==> config.mk <==
export PLATFORM = sky130hd
export DESIGN_NAME = bitstream_matcher
export DESIGN_NICKNAME = d
export VERILOG_FILES = /design/src/rtl/bitstream_matcher_pkg.sv /design/src/rtl/xnorgate.sv /design/src/rtl/bitstream_matcher.sv
export SDC_FILE = /design/constraint.sdc
export NUM_CORES = 1
export LEC_CHECK = 0
export CORE_AREA = 2 2 39 41
export CTS_BUF_LIST = sky130_fd_sc_hd__clkbuf_4
export DETAILED_ROUTE_END_ITERATION = 12
export DIE_AREA = 0 0 41 43
export GPL_TIMING_DRIVEN = 0
export PLACE_DENSITY = 0.78
export SLEW_MARGIN = 0
export SYNTH_ARGS = -nofsm -noshare
export SYNTH_HDL_FRONTEND = slang
export SYNTH_SLANG_ARGS = --single-unit
==> constraint.sdc <==
create_clock -name clk -period 4.2 [get_ports clk]
set_input_delay 1.26 -clock clk [delete_from_list [all_inputs] [get_ports clk]]
set_output_delay 1.26 -clock clk [all_outputs]
set_load 0.01 [all_outputs]
==> src/rtl/bitstream_matcher_pkg.sv <==
// Shared types and encodings for the bitstream_matcher frame comparator.
package bitstream_matcher_pkg;

    typedef enum logic [1:0] {
        S_IDLE = 2'd0,
        S_RUN  = 2'd1,
        S_DONE = 2'd2
    } state_e;

endpackage

==> src/rtl/xnorgate.sv <==
// Two-input XNOR cell: f is high when a and b carry the same value.
module xnorgate (
    input  logic a,
    input  logic b,
    output logic f
);

    assign f = ~(a ^ b);

endmodule

==> src/rtl/bitstream_matcher.sv <==
// Serial frame comparator: counts per-bit mismatches between streams a and b
// over FRAME_LEN valid bits and reports a registered pass/fail verdict.
module bitstream_matcher
    import bitstream_matcher_pkg::*;
#(
    parameter int FRAME_LEN = 8,
    parameter int CNT_W     = 4
) (
    input  logic             clk,
    input  logic             rst_n,
    input  logic             start,
    input  logic             valid,
    input  logic             a,
    input  logic             b,
    output logic             busy,
    output logic             done,
    output logic             match,
    output logic [CNT_W-1:0] err_cnt
);

    localparam logic [CNT_W-1:0] LAST_BIT = CNT_W'(FRAME_LEN - 1);
    localparam logic [CNT_W-1:0] CNT_ZERO = {CNT_W{1'b0}};
    localparam logic [CNT_W-1:0] CNT_ONE  = CNT_W'(1);

    state_e           state_r;
    state_e           state_s;
    logic [CNT_W-1:0] bit_cnt_r;
    logic [CNT_W-1:0] bit_cnt_s;
    logic [CNT_W-1:0] err_cnt_r;
    logic [CNT_W-1:0] err_cnt_s;
    logic             match_r;
    logic             match_s;
    logic             busy_r;
    logic             busy_s;
    logic             done_r;
    logic             done_s;
    logic             eq_s;
    logic             mis_s;

    xnorgate u_xnor (
        .a (a),
        .b (b),
        .f (eq_s)
    );

    // Kept as a 1-bit net so the widening below zero-extends rather than inverts.
    assign mis_s = ~eq_s;

    // Next-state and next-output computation for the frame FSM.
    always_comb begin
        state_s   = state_r;
        bit_cnt_s = bit_cnt_r;
        err_cnt_s = err_cnt_r;
        match_s   = match_r;
        case (state_r)
            S_IDLE: begin
                if (start) begin
                    state_s   = S_RUN;
                    bit_cnt_s = CNT_ZERO;
                    err_cnt_s = CNT_ZERO;
                    match_s   = 1'b0;
                end else begin
                    state_s   = S_IDLE;
                end
            end
            S_RUN: begin
                if (valid) begin
                    bit_cnt_s = bit_cnt_r + CNT_ONE;
                    err_cnt_s = err_cnt_r + CNT_W'(mis_s);
                    if (bit_cnt_r == LAST_BIT) begin
                        state_s = S_DONE;
                        match_s = (err_cnt_s == CNT_ZERO);
                    end else begin
                        state_s = S_RUN;
                    end
                end else begin
                    state_s = S_RUN;
                end
            end
            S_DONE: begin
                state_s = S_IDLE;
            end
            default: begin
                state_s = S_IDLE;
            end
        endcase
        busy_s = (state_s == S_RUN);
        done_s = (state_s == S_DONE);
    end

    // State, counters and all outputs are registered; reset aborts any frame.
    always_ff @(posedge clk or negedge rst_n) begin
        if (!rst_n) begin
            state_r   <= S_IDLE;
            bit_cnt_r <= CNT_ZERO;
            err_cnt_r <= CNT_ZERO;
            match_r   <= 1'b0;
            busy_r    <= 1'b0;
            done_r    <= 1'b0;
        end else begin
            state_r   <= state_s;
            bit_cnt_r <= bit_cnt_s;
            err_cnt_r <= err_cnt_s;
            match_r   <= match_s;
            busy_r    <= busy_s;
            done_r    <= done_s;
        end
    end

    assign busy    = busy_r;
    assign done    = done_r;
    assign match   = match_r;
    assign err_cnt = err_cnt_r;

endmodule

==> run metrics <==
number of DRC markers in iteration 0=11; maximum VDD drop=0.308 mV; fin crit share=0.701; io pins=13; Max Fclk=340 MHz; leak pwr=0.396 nW; DRC viols=0; first-pass GRT wire length=2270 um; Final Hold Vio Count=0; endpoint class of the critical path=flip-flop; setup_tns=0 ps; Tmin final=2940 ps; Core ar.=1380 um^2; Post-Route WL=1340 um; yosys warns=0; sw frac=0.374; total power=0.536 mW; CP Max Fanout=2; max_slew headroom=0.609; Hold WC Path Type=reg2reg; worst endpoint required time=4430 ps; MaxCap Viol Count=0; post-synth top area cell=dfrtp_1; Setup Buffers After CTS=0; routed via count=542; clk_lat worst skew=290 ps; Yosys reg bits=13; Post-Syn Area per Cell=10.2 um^2; sequential share of power=0.409; Clock transition at path regs=80 ps; gr usage total=0.197; gr ovfl total=0; Die Area=1760 um^2; Die Ht=43 um; clock sink total=13; CTS tree=yes; Final HPWL DP=949 um; initial antenna violation count=0; antenna cells=0; combinational power share=0.441; area grow syn2layout=25.0%; wire per inst=13.7 um; post-synth top area share=0.485; internal power=0.336 mW; Site Rows=14; P_sw=0.200 mW; synthesized instance count=66; clock buffer depth=2; CP Data Arrival Time=3170 ps; Port Buffers=12; initial core utilization=0.485; Slew @ Worst Pin=585 ps; Die Span X=41 um; Seq/Total Area, Yosys=0.485; clk_skew=8.12 ps; Total Nets Final=92; outcome=complete, no violations; vias per inst=5.53; power per standard cell area=639 nW/um^2; final setup violation count=0; clock root cell=clkbuf_4; layout cell share with drive strength beyond 1=0.122; final RePlAce weighted congestion=0.827; CP startpoint kind=primary input; count of pins over their slew limit=0; number of global-route vias before repair=517; RSZ-0062 raised after global routing=no; largest net degree at the start of global routing=14; number of buffers created by CTS=3; Unique masters post-synth=27; worst setup path class=in2reg; H-tree Lvls=1; Area contributors post-synth=dfrtp_1 (49%), o21ai_0 (6.0%), ha_1 (5.6%); cts hold-fix bufs=0; DRT Pass-1 Iters=4; Mapped Nets=75; synthesized area=671 um^2; PostCTS Resize Cnt=0; Clk pwr share=0.150; Antenna Violating Nets Remaining=0
-- sequential cells by signal, indices dropped and copies added (netlist names) --
signal,count
bit_cnt_r,4
err_cnt,4
state_r,2
busy,1
done,1
match,1
-- worst paths after layout --
path	startpoint	end	slack [ps]	depth (start not counted)
max	b	match$_DFFE_PN0P_	1260	7
min	match$_DFFE_PN0P_	match$_DFFE_PN0P_	510	1
max reg2reg	err_cnt[0]$_DFFE_PN0P_	match$_DFFE_PN0P_	2370	5
min reg2reg	match$_DFFE_PN0P_	match$_DFFE_PN0P_	510	1
max in group asynchronous	rst_n	err_cnt[1]$_DFFE_PN0P_	2480	1
min in group asynchronous	rst_n	state_r[0]$_DFF_PN0_	1330	1
-- synthesized netlist by cell type --
cell type / n
a21o_1: 1
a21oi_1: 2
a22o_1: 2
a22oi_1: 2
a31oi_1: 2
a32o_1: 1
and2b_2: 1
and3_1: 2
buf_2: 1
clkbuf_1: 1
dfrtp_1: 13
ha_1: 3
inv_1: 3
mux2_2: 1
mux2i_1: 2
nand2_1: 8
nand3_1: 1
nand4_1: 1
nor2_1: 1
nor2b_2: 1
nor3_1: 3
o21ai_0: 8
o21bai_2: 1
or2_2: 1
or4b_1: 1
xnor2_1: 1
xor2_1: 2
-- final cells by class --
| class | count | area (um^2) |
|---|---|---|
| Clock inverter | 1 | 5.00 |
| Timing Repair Buffer | 12 | 120 |
| Multi-Input combinational cell | 48 | 325 |
| Clock buffer | 3 | 22.5 |
| Buffer | 2 | 8.76 |
| Fill cell | 135 | 546 |
| Inverter | 3 | 11.3 |
| Tap cell | 16 | 20.0 |
| Sequential cell | 13 | 325 |
-- power by group through the flow --
stage          Sequential (mW)  Combinational (mW)  Clock, mW
3_3_place_gp             0.221               0.230          0
6_report                 0.219               0.236     0.0802
2_1_floorplan            0.226               0.138          0
5_1_grt                  0.228               0.272     0.0864
4_1_cts                  0.220               0.239     0.0828
3_5_place_dp             0.222               0.238          0
-- stage by stage --
step / hold slack (ps) / utilization / worst slack, ps / area [um^2] / cells
floorplan: 494 / - / 1520 / 671 / 66
detailed placement: 499 / 0.586 / 964 / 811 / 94
CTS: 514 / 0.606 / 1260 / 838 / 98
global route: 552 / 0.606 / 1170 / 838 / 98
global placement: 495 / 0.586 / 1010 / 811 / 94
finish: 507 / 0.606 / 1260 / 838 / 98
-- kinds of logic after synthesis --
| family | after synthesis | share of synthesized area |
|---|---|---|
| AO/OA/AOI/OAI | 19 | 0.185 |
| XOR/XNOR | 3 | 0.0392 |
| adder cells (fa/ha/maj) | 3 | 0.0560 |
| buffers and inverters | 5 | 0.0298 |
| flip-flops | 13 | 0.485 |
| multiplexers | 3 | 0.0466 |
| AND/OR/NAND/NOR | 20 | 0.159 |
-- layer usage --
metal / global-route usage / vias up / part of all wire
met2: 0.272 / 19 / 0.48
met5: 0 / - / 0
li1: - / 269 / -
met3: 0.0471 / 5 / 0.062
met1: 0.267 / 249 / 0.43
met4: 0.120 / 0 / 0.030
-- layout by cell type, fill, tap and decap left out, types with 3 or more instances in the layout --
master / n
clkdlybuf4s50_1: 12
nand2_1: 8
ha_1: 3
o21ai_0: 8
dfrtp_1: 13
clkbuf_4: 3
inv_1: 3
nor3_1: 3
-- worst max-delay path, cell delays in order --
cell and delay, ps:
clkdlybuf4s50_1 410, xor2_1 170, ha_1 200, ha_1 290, or4b_1 460, nor3_1 200, mux2_2 170
Note: power is estimated with default switching activity, not from simulation.
